`src/rtl/hack_pkg.sv`:
```
// Shared definitions for the Hack CPU control unit: default widths, controller
// states, instruction-type encoding and the jump condition decode.
package hack_pkg;

    localparam int unsigned DW_DEF = 16;
    localparam int unsigned AW_DEF = 15;

    typedef enum logic [1:0] {
        IDLE,
        FETCH,
        DECODE,
        EXEC
    } state_t;

    localparam logic A_INSTR = 1'b0;
    localparam logic C_INSTR = 1'b1;

    // j = {j1,j2,j3}: jump on negative, zero, positive result respectively.
    function automatic logic jump_taken(input logic [2:0] j, input logic zr, input logic ng);
        return (j[2] & ng) | (j[1] & zr) | (j[0] & ~ng & ~zr);
    endfunction

endpackage

```
`src/rtl/hack_pc.sv`:
```
// Hack program counter: async-reset register with jump load and wrapping increment.
module hack_pc
    import hack_pkg::*;
#(
    parameter int unsigned AW = AW_DEF
) (
    input  logic          clk,
    input  logic          rst,
    input  logic          i_load,
    input  logic [AW-1:0] i_target,
    input  logic          i_inc,
    output logic [AW-1:0] o_pc
);

    logic [AW-1:0] r_pc;

    // Load wins over increment; increment wraps naturally at 2^AW.
    always_ff @(posedge clk or posedge rst) begin
        if (rst) begin
            r_pc <= '0;
        end else if (i_load) begin
            r_pc <= i_target;
        end else if (i_inc) begin
            r_pc <= r_pc + AW'(1);
        end
    end

    assign o_pc = r_pc;

endmodule

```
`src/rtl/hack_ctrl.sv`:
```
// Multi-cycle Hack CPU controller: fetch/decode/execute sequencing, instruction
// register, register load strobes, data-memory write handshake and next-PC.
module hack_ctrl
    import hack_pkg::*;
#(
    parameter int unsigned DW = DW_DEF,
    parameter int unsigned AW = AW_DEF
) (
    input  logic          clk,
    input  logic          rst,
    input  logic          run_en,
    output logic          instr_req,
    output logic [AW-1:0] pc,
    input  logic [DW-1:0] instr_rdata,
    input  logic          instr_rvalid,
    output logic [DW-1:0] ir,
    input  logic          instr_type,
    input  logic [2:0]    cmd_d,
    input  logic [2:0]    cmd_j,
    input  logic          alu_zr,
    input  logic          alu_ng,
    input  logic [AW-1:0] a_reg,
    output logic          a_load,
    output logic          a_sel,
    output logic          d_load,
    output logic          m_we,
    input  logic          m_ack,
    output logic          instr_done
);

    state_t        r_state;
    state_t        w_next;
    logic [DW-1:0] r_ir;
    logic          w_is_c;
    logic          w_wr_wait;
    logic          w_retire;
    logic          w_jump;
    logic          w_pc_load;
    logic          w_pc_inc;

    always_ff @(posedge clk or posedge rst) begin
        if (rst) begin
            r_state <= IDLE;
        end else begin
            r_state <= w_next;
        end
    end

    always_ff @(posedge clk or posedge rst) begin
        if (rst) begin
            r_ir <= '0;
        end else if (r_state == FETCH && instr_rvalid) begin
            r_ir <= instr_rdata;
        end
    end

    assign w_is_c    = (instr_type == C_INSTR);
    assign w_wr_wait = cmd_d[0] & ~m_ack;

    always_comb begin
        w_next    = r_state;
        instr_req = 1'b0;
        a_load    = 1'b0;
        a_sel     = 1'b0;
        d_load    = 1'b0;
        m_we      = 1'b0;
        w_retire  = 1'b0;
        case (r_state)
            IDLE: begin
                if (run_en) begin
                    w_next = FETCH;
                end
            end
            FETCH: begin
                instr_req = 1'b1;
                if (instr_rvalid) begin
                    w_next = DECODE;
                end
            end
            DECODE: begin
                w_next = EXEC;
            end
            EXEC: begin
                if (!w_is_c) begin
                    a_load   = 1'b1;
                    w_retire = 1'b1;
                end else begin
                    // A/D loads are held back until the write is acked so M
                    // is written at the pre-update A address.
                    a_sel    = 1'b1;
                    m_we     = cmd_d[0];
                    a_load   = cmd_d[2] & ~w_wr_wait;
                    d_load   = cmd_d[1] & ~w_wr_wait;
                    w_retire = ~w_wr_wait;
                end
                if (w_retire) begin
                    w_next = run_en ? FETCH : IDLE;
                end
            end
            default: begin
                w_next = IDLE;
            end
        endcase
    end

    assign w_jump     = w_retire & w_is_c & jump_taken(cmd_j, alu_zr, alu_ng);
    assign w_pc_load  = w_jump;
    assign w_pc_inc   = w_retire & ~w_jump;
    assign instr_done = w_retire;
    assign ir         = r_ir;

    hack_pc #(
        .AW(AW)
    ) u_pc (
        .clk      (clk),
        .rst      (rst),
        .i_load   (w_pc_load),
        .i_target (a_reg),
        .i_inc    (w_pc_inc),
        .o_pc     (pc)
    );

endmodule

```
`config.mk`:
```
export PLATFORM = sky130hd
export DESIGN_NAME = hack_ctrl
export DESIGN_NICKNAME = d
export VERILOG_FILES = /design/src/rtl/hack_pkg.sv /design/src/rtl/hack_pc.sv /design/src/rtl/hack_ctrl.sv
export SDC_FILE = /design/constraint.sdc
export NUM_CORES = 1
export LEC_CHECK = 0
export CAP_MARGIN = 20
export CORE_UTILIZATION = 45
export CTS_CLUSTER_DIAMETER = 120
export DETAILED_ROUTE_END_ITERATION = 12
export GPL_TIMING_DRIVEN = 0
export PLACE_DENSITY = 0.85
export SYNTH_ARGS = -nofsm -noshare
export SYNTH_HDL_FRONTEND = slang
export SYNTH_SLANG_ARGS = --single-unit
```
`constraint.sdc`:
```
create_clock -name clk -period 2.2 [get_ports clk]
set_input_delay 0.44 -clock clk [delete_from_list [all_inputs] [get_ports clk]]
set_output_delay 0.44 -clock clk [all_outputs]
set_load 0.02 [all_outputs]
```
==> impl_metrics.yaml <==
route:
  ant_nets: 0
  drc_errors: 0
  via_per_inst: 5.54
  drt_wl_total_um: 4800
  first_pass_iters: 4
  drt_iter0_drc: 89
  avgRoutedWirePerCell_um: 15.6
  num_vias: 1707
yosys:
  synthSimpleGateAreaFrac: 0.166
  yosysWarningCount: 0
  synthAdderAreaFrac: 0.0269
  muxShareOfSynthArea: 0.157
  synth_compound_area_frac: 0.161
  syn_area_um2: 1860
  ys_seq_elements: 33
  synthXorXnorAreaFrac: 0
  syn_inst: 166
  synth_top_family_by_area: "simple AND/OR/NAND/NOR gates"
  synth_fp_nets: 215
  synth_cell_types: 41
  synth.avg_cell_area_um2: 11.2
  ys_seq_area_frac: 0.444
die:
  initial_core_util: 0.465
  die_area_um2: 4400
  core-area_um2: 4000
  num_rows: 23
  die_h_um: 66.3
  io_pins: 82
  die_w_um: 66.3
pwr:
  internal_power_uw: 2200
  p_comb_frac: 0.567
  power_density_nw_per_um2: 1300
  power_switching_share: 0.412
  ir_drop_mv: 0.650
  p_clk_frac: 0.120
  p_sw_uw: 1540
  p_seq_frac: 0.313
  leakage_uw: 0.00123
setup_path:
  slowest_delay_ps: 410
  crit_path_max_fanout: 10
  required_ps: 1760
  endpoint_kind: "primary output"
  crit_slowest_cell: "clkdlybuf4s50_1"
  crit_type: "in -> out"
  cp-start-kind: "input port"
  cp_data_arrival_time_ps: 1710
  reg2reg_setup_slack_ps: 450
  path_cells: "clkdlybuf4s50_1 -> nand2b_4 -> o21ai_4 -> clkinv_4 -> buf_6 -> clkdlybuf4s15_2"
final_layout:
  regArea_um2: 826
  fillers: 297
  design_area_um2: 2870
  layout.cells.non_filler: 308
  utilization: 0.717
  multi_input_comb_area_um2: 953
  diodes: 0
  drive_gt1_frac: 0.194
  area_growth_pct: 54.0
  nets: 306
  layout_common_cells: "76 x clkdlybuf4s50_1, 33 x dfrtp_1, 17 x mux2_2, 12 x nand3_1, 11 x nand2_1"
  final_common_cell: "clkdlybuf4s50_1"
timing:
  relSlewSlack: 0.572
  fmax_mhz: 465
  rsz0062_at_grt: "false"
  fin_crit_ps: 2150
  hold_viol: 0
  skew_ps: 8.65
  slew_violations: 0
  tns_ps: 0
  finalCritPeriodShare: 0.977
  worst_slew_pin_slew_ps: 641
  finalSetupViolCount: 0
clocking:
  clk_latency_ps: 290
  cts_tree: "built"
  path_clk_slew_ps: 60
  root_buffer: "clkbuf_8"
  postCtsHoldBufs: 0
  cts.sinks: 33
  htreeDepth: 2
  clockBufferDepth: 2
  numCtsBuffers: 5
flow_run:
  cap_violations: 0
placement:
  dp.cells: 298
  dpl.hpwl_um: 3590
  dpl_cell_area_um2: 2760
  numPortBuffers: 81
  place.gp.congestion: 0.883
grt:
  grt_pass1_vias: 1596
  grt_max_degree: 20
  grt_pass1_wl_um: 7480
  antenna_found_initial: 0
  grt_overflow_total: 0
  grt_usage: 0.227
min_path:
  hold_class: "reg -> reg"
run_status:
  outcome: "completed"
cell usage after synthesis:
cell type	instances	area, µm²
a2111oi_0	1	8.76
a211oi_2	1	12.5
a21oi_1	8	40.0
a22o_1	1	8.76
a22oi_1	3	22.5
a2bb2oi_1	2	17.5
a2bb2oi_2	5	75.1
a31oi_1	1	6.26
and3_1	3	18.8
and4_1	2	17.5
and4_2	1	10.0
buf_12	1	20.0
buf_2	4	20.0
buf_6	1	11.3
clkinv_1	1	3.75
dfrtp_1	33	826
ha_1	4	50.1
inv_1	8	30.0
mux2_2	17	191
mux2i_1	10	100
nand2_1	11	41.3
nand2b_1	1	6.26
nand2b_4	1	13.8
nand3_1	12	60.1
nand3b_1	2	15.0
nand4_1	5	31.3
nand4b_1	2	17.5
nor2_1	3	11.3
nor3_1	2	10.0
nor3b_2	1	12.5
nor4_1	4	25.0
o211a_1	1	10.0
o211ai_4	1	21.3
o21a_1	1	7.51
o21ai_0	4	20.0
o21ai_4	1	16.3
o21bai_1	1	7.51
o221ai_1	1	8.76
o2bb2ai_1	2	17.5
or2_2	1	6.26
or3_1	2	12.5
registers in the layout, indices dropped and copies added (netlist names):
register	flops
ir	16
u_pc.o_pc	15
r_state	2
power groups by stage:
stage	clock [µW]	sequential, µW	combinational (µW)
5_1_grt	477	1220	2260
4_1_cts	452	1160	2130
6_report	449	1170	2120
3_3_place_gp	0	1150	2030
3_5_place_dp	0	1170	2080
2_1_floorplan	0	1470	873
routing by layer:
layer	vias up	share of wire	track usage
met4	0	0.0098	0.0612
met3	6	0.047	0.0362
met1	827	0.42	0.288
li1	815	-	-
met5	-	0	0
met2	59	0.52	0.395
what timing repair did:
action | in CTS | in global routing
gates resized for setup | 15 | 2
endpoints found under the setup margin | 4 | 3
pin swaps | 1 | 1
setup buffers | 2 | 0
layout make-up:
| type | count | share of cell area |
|---|---|---|
| Multi-Input combinational cell | 118 | 0.332 |
| Inverter | 9 | 0.0135 |
| Clock buffer | 6 | 0.0253 |
| Clock inverter | 2 | 0.00349 |
| Tap cell | 50 | 0.0218 |
| Sequential cell | 33 | 0.288 |
| Buffer | 6 | 0.0201 |
| Timing Repair Buffer | 84 | 0.295 |
path summary, 6_finish.rpt:
| kind | from | endpoint | cells after the start |
|---|---|---|---|
| worst min-delay path | ir[4] | ir[4] | 1 |
| worst min register to register | ir[4] | ir[4] | 1 |
| min in group asynchronous | rst | u_pc.o_pc[12] | 2 |
| worst max-delay path | m_ack | instr_done | 6 |
| worst max register to register | r_state[1] | ir[7] | 5 |
| max in group asynchronous | rst | ir[1] | 3 |
worst max-delay path, delay by kind of cell:
kind,cells,cell delay [ps]
AOI/OAI and AO/OA,1,190
and+or+nand+nor,1,180
buffers and inverters,4,890
cell families (layout without fill, tap and decap cells):
family / count (synthesis) / after routing
AND/OR/NAND/NOR: 53 / 53
AO/OA/AOI/OAI: 34 / 34
flip-flops: 33 / 33
multiplexers: 27 / 27
buffers and inverters: 15 / 107
adder cells (fa/ha/maj): 4 / 4
per-stage QoR:
stage	total power (µW)	hold WS, ps	worst slack [ps]
3_5_place_dp	3250	492	-724
6_report	3740	503	51.1
3_3_place_gp	3180	486	-705
5_1_grt	3960	532	5.40
4_1_cts	3740	508	12.7
2_1_floorplan	2340	529	376
Note: power is estimated with default switching activity, not from simulation.
